$ cat src/rtl/booth_mul_seq.sv
`default_nettype none
// ============================================================================
// booth_mul_seq : sequential radix-2 Booth signed multiplier, 1 bit per clock
// Revision 1.0
// ============================================================================
module booth_mul_seq #(
   parameter int WIDTH = 32,
   parameter int CNT_W = 6
) (
   input  logic             clk,
   input  logic             clr,
   input  logic             start,
   input  logic [WIDTH-1:0] multiplicand,
   input  logic [WIDTH-1:0] multiplier,
   output logic             busy,
   output logic             done,
   output logic [WIDTH-1:0] product_hi,
   output logic [WIDTH-1:0] product_lo
);

   typedef enum logic [1:0] {
      S_IDLE = 2'd0,
      S_RUN  = 2'd1,
      S_DONE = 2'd2
   } state_t;

   state_t           state_q, state_d;
   logic [WIDTH:0]   m_q,     m_d;
   logic [WIDTH:0]   acc_q,   acc_d;
   logic [WIDTH-1:0] qr_q,    qr_d;
   logic             qm1_q,   qm1_d;
   logic [CNT_W-1:0] cnt_q,   cnt_d;
   logic [WIDTH-1:0] hi_q,    hi_d;
   logic [WIDTH-1:0] lo_q,    lo_d;

   logic             booth_add;
   logic             booth_sub;
   logic [WIDTH:0]   addend;
   logic [WIDTH:0]   sum;
   logic [WIDTH:0]   acc_sel;
   logic [WIDTH:0]   acc_sh;
   logic [WIDTH-1:0] qr_sh;
   logic             last_iter;

   // Subtract is add of the inverted multiplicand with carry-in of one.
   assign booth_add = ({qr_q[0], qm1_q} == 2'b01);
   assign booth_sub = ({qr_q[0], qm1_q} == 2'b10);
   assign addend    = booth_sub ? ~m_q : m_q;
   assign sum       = acc_q + addend + {{WIDTH{1'b0}}, booth_sub};
   assign acc_sel   = (booth_add || booth_sub) ? sum : acc_q;
   assign acc_sh    = {acc_sel[WIDTH], acc_sel[WIDTH:1]};
   assign qr_sh     = {acc_sel[0], qr_q[WIDTH-1:1]};
   assign last_iter = (cnt_q == CNT_W'(WIDTH - 1));

   always_ff @(posedge clk) begin
      if (clr) begin
         state_q <= S_IDLE;
         m_q     <= '0;
         acc_q   <= '0;
         qr_q    <= '0;
         qm1_q   <= 1'b0;
         cnt_q   <= '0;
         hi_q    <= '0;
         lo_q    <= '0;
      end else begin
         state_q <= state_d;
         m_q     <= m_d;
         acc_q   <= acc_d;
         qr_q    <= qr_d;
         qm1_q   <= qm1_d;
         cnt_q   <= cnt_d;
         hi_q    <= hi_d;
         lo_q    <= lo_d;
      end
   end

   always_comb begin
      state_d = state_q;
      m_d     = m_q;
      acc_d   = acc_q;
      qr_d    = qr_q;
      qm1_d   = qm1_q;
      cnt_d   = cnt_q;
      hi_d    = hi_q;
      lo_d    = lo_q;

      case (state_q)
         S_IDLE, S_DONE: begin
            if (start) begin
               state_d = S_RUN;
               m_d     = {multiplicand[WIDTH-1], multiplicand};
               acc_d   = '0;
               qr_d    = multiplier;
               qm1_d   = 1'b0;
               cnt_d   = '0;
            end else begin
               state_d = S_IDLE;
            end
         end
         S_RUN: begin
            acc_d = acc_sh;
            qr_d  = qr_sh;
            qm1_d = qr_q[0];
            cnt_d = cnt_q + CNT_W'(1);
            if (last_iter) begin
               // The 65-bit {acc, Q} holds the product; bit 64 is a pure sign copy.
               hi_d    = acc_sh[WIDTH-1:0];
               lo_d    = qr_sh;
               state_d = S_DONE;
            end
         end
         default: begin
            state_d = S_IDLE;
         end
      endcase
   end

   assign busy       = (state_q == S_RUN);
   assign done       = (state_q == S_DONE);
   assign product_hi = hi_q;
   assign product_lo = lo_q;

endmodule
`default_nettype wire
$ cat config.mk
export PLATFORM = sky130hd
export DESIGN_NAME = booth_mul_seq
export DESIGN_NICKNAME = d
export VERILOG_FILES = /design/src/rtl/booth_mul_seq.sv
export SDC_FILE = /design/constraint.sdc
export NUM_CORES = 1
export LEC_CHECK = 0
export ABC_CLOCK_PERIOD_IN_PS = 9400
export CORE_ASPECT_RATIO = 1.5
export CORE_MARGIN = 1.5
export CORE_UTILIZATION = 35
export DETAILED_ROUTE_END_ITERATION = 6
export GPL_ROUTABILITY_DRIVEN = 0
export SYNTH_ARGS = -nofsm -noshare
export SYNTH_HDL_FRONTEND = slang
export SYNTH_SLANG_ARGS = --single-unit
$ cat constraint.sdc
create_clock -name clk -period 9.4 [get_ports clk]
set_input_delay 1.88 -clock clk [delete_from_list [all_inputs] [get_ports clk]]
set_output_delay 1.88 -clock clk [all_outputs]
set_load 0.02 [all_outputs]
==> impl_metrics.csv <==
group,metric,value,unit
cts,clock_latency,0.44,ns
synth,synthFlopType,"dfxtp_1",
worst_setup_path,startpoint_type,"register",
routing,antenna_left,0,
sta,fmax,231,MHz
routing,vias,7386,
routing,wl,22400,um
routing,vias_per_cell,5.28,
final_layout,area_growth,25.6,%
job,drv_cap,0,
routing,drtIter0Drc,410,
sta,worst_pin_slew,1.12,ns
outcome,status,"completed",
cts,clock_sinks,169,
die,die_y,190,um
synth,ys_warn_count,0,
synth,syn_avg_cell_area,8.05,um^2
sta,fin_crit,4.33,ns
grt,grt_max_degree,105,
sta,final_max_slew_viol_count,0,
cts,cts_tree,"built",
cts,cts_buffers,17,
routing,dr.pass1.iters,4,
synth,synth_area,8170,um^2
cts,cts_buffer_depth,2,
die,core-area,23000,um^2
synth,syn_inst,1015,
die,start_util,35.6,%
worst_setup_path,crit_fanout,20,
cts,cts_post_setup_buffers_inserted,0,
worst_setup_path,reg2reg_from,"qr_q[0]",
sta,rsz0062_at_grt,"false",
sta,setup-tns-final,0,ns
synth,synth_edf_count,0,
grt,track_usage,18.7,%
hold_path,hp-class,"reg2reg",
placement,hpwl,15200,um
pwr,power_density,164,nW/um^2
cts,cts_resized,0,
worst_setup_path,crit_path_end_kind,"output port",
sta,min_period_over_period,46.1,%
die,die_w,128,um
grt,antenna_found_initial,0,
sta,fin_worst_skew,0.0130,ns
die,io_pins,133,
final_layout,diodes,0,
worst_setup_path,reg2reg_depth,13,
die,row_count,68,
final_layout,drive_above_1_share,5.55,%
cts,htreeDepth,4,
synth,ys_seq_area_share,41.4,%
synth,yosys.area.top_type_share,41.4,%
cts,clk_pin_slew_worst_paths,0.07,ns
worst_setup_path,crit_arrival,2.45,ns
synth,synthDistinctLibCells,62,
routing,route.detailed.drc,0,
synth,synth_nets,1116,
routing,wl_per_cell,16.0,um
pwr,ir_drop,0.133,mV
worst_setup_path,worstSetupPathType,"reg2out",
placement,io_buffers,132,
pwr,power_leakage,3.93,nW
sta,slew-limit-headroom,25.3,%
hold_path,holdPathStages,2,
sta,holdWs,0.453,ns
worst_setup_path,worst_ep_required_time,7.52,ns
grt,grt-ovfl-total,0,
worst_setup_path,reg2reg_slack,5.73,ns
synth,post-synth-top-area-cell,"dfxtp_1",
grt,grt_pass1_vias,7152,
die,die-area,24300,um^2
grt,grt_first_pass_wirelength,36200,um
synth,synthTopCellsByArea,"dfxtp_1, nand2_1, a21oi_1",
sta,setup_viol,0,
sta,finalHoldViolations,0,
synth,ys_ff_latch,169,
cts,cts_hold_buf,0,
synth,ys_async_sr_fraction,0,%
worst_setup_path,reg2reg_to,"acc_q[29]",
cts,root_buffer,"clkbuf_16",
final_layout,nets,1206,
hold_path,worstHoldStart,"product_lo[8]",
hold_path,hold_end,"product_lo[8]",
-- cell type report --
class | instances | area (um^2)
Timing Repair Buffer | 139 | 1370
Clock inverter | 15 | 176
Sequential cell | 169 | 3380
Clock buffer | 17 | 425
Inverter | 15 | 56.3
Tap cell | 280 | 350
Multi-Input combinational cell | 763 | 4500
Fill cell | 2359 | 12700
-- layout by cell type (no fill, tap or decap), types with 6 or more instances in the layout --
| cell type | count |
|---|---|
| nor2b_1 | 6 |
| inv_8 | 6 |
| and3_1 | 7 |
| nor3_1 | 6 |
| nor2_1 | 58 |
| a21oi_1 | 154 |
| nand3_1 | 12 |
| inv_1 | 14 |
| a21o_1 | 14 |
| clkbuf_16 | 17 |
| o211ai_1 | 6 |
| a31oi_1 | 10 |
| xnor2_1 | 22 |
| clkdlybuf4s50_1 | 131 |
| nand2_1 | 215 |
| o21ai_0 | 36 |
| a22oi_1 | 49 |
| xor2_1 | 38 |
| ha_1 | 33 |
| buf_4 | 8 |
| mux2i_1 | 7 |
| dfxtp_1 | 169 |
| a211oi_1 | 7 |
-- logic make-up (layout without fill, tap and decap cells) --
logic type      count (synthesis)  in the layout  share of synthesized area [%]
compound gates                329            329                           25.3
xor+xnor                       60             60                           6.43
fa+ha+maj                      34             34                           5.30
buf+inv                        83            186                           3.84
flops                         169            169                           41.4
mux                             7              7                          0.858
simple gates                  333            333                           16.8
-- where the power goes --
group / total (W) / switching [W] / internal, W
Combinational: 0.000222 / 0.000134 / 0.0000882
Clock: 0.000705 / 0.000345 / 0.000361
Sequential: 0.000754 / 0.0000169 / 0.000738
-- synth_stat cells (all sizes together) (8+ instances only) --
library cell,instances
a211oi,8
a21o,15
a21oi,157
a22oi,49
a31oi,11
clkbuf,61
dfxtp,169
ha,33
inv,15
nand2,216
nand3,12
nor2,60
o211ai,8
o21ai,38
xnor2,22
xor2,38
-- routing by layer --
metal | vias up | wire length [um] | track usage, %
met4 | 0 | 410 | 6.01
met5 | - | 0 | 0
li1 | 3744 | - | -
met2 | 149 | 11500 | 33.5
met3 | 25 | 704 | 2.81
met1 | 3468 | 9850 | 22.6
-- critical path, stage by stage (launching register included) --
cell             delay [ns]
dfxtp_1                0.35
nand2b_1               0.78
clkinv_1               0.28
clkdlybuf4s50_1        0.61
-- through the flow --
step | power [W] | std cells | util [%] | worst slack [ns] | area, um^2
after floorplan | 0.000918 | 1015 | - | 6.15 | 8170
after global placement | 0.000993 | 1366 | 42.0 | 5.20 | 9660
after detailed placement | 0.000994 | 1366 | 42.0 | 5.17 | 9660
after CTS | 0.00170 | 1398 | 44.7 | 5.05 | 10300
after global routing | 0.00175 | 1398 | 44.7 | 4.97 | 10300
final | 0.00168 | 1398 | 44.7 | 5.07 | 10300
-- sequential cells by signal, summed over array words and instances (netlist names) --
signal	cells
state_q	2
m_q	32
acc_q	32
product_lo	32
product_hi	32
qr_q	32
qm1_q	1
cnt_q	6
-- worst max path at each step --
stage | from | end | slack (ns) | cells after the start
floorplan | qr_q[0] | acc_q[31] | 6.15 | 14
global placement | start | acc_q[23] | 5.20 | 7
detailed placement | start | acc_q[18] | 5.17 | 7
CTS | state_q[1] | busy | 5.05 | 3
global route | state_q[1] | busy | 4.97 | 3
finish | state_q[1] | busy | 5.07 | 3
(Power assumes the default switching activity.)
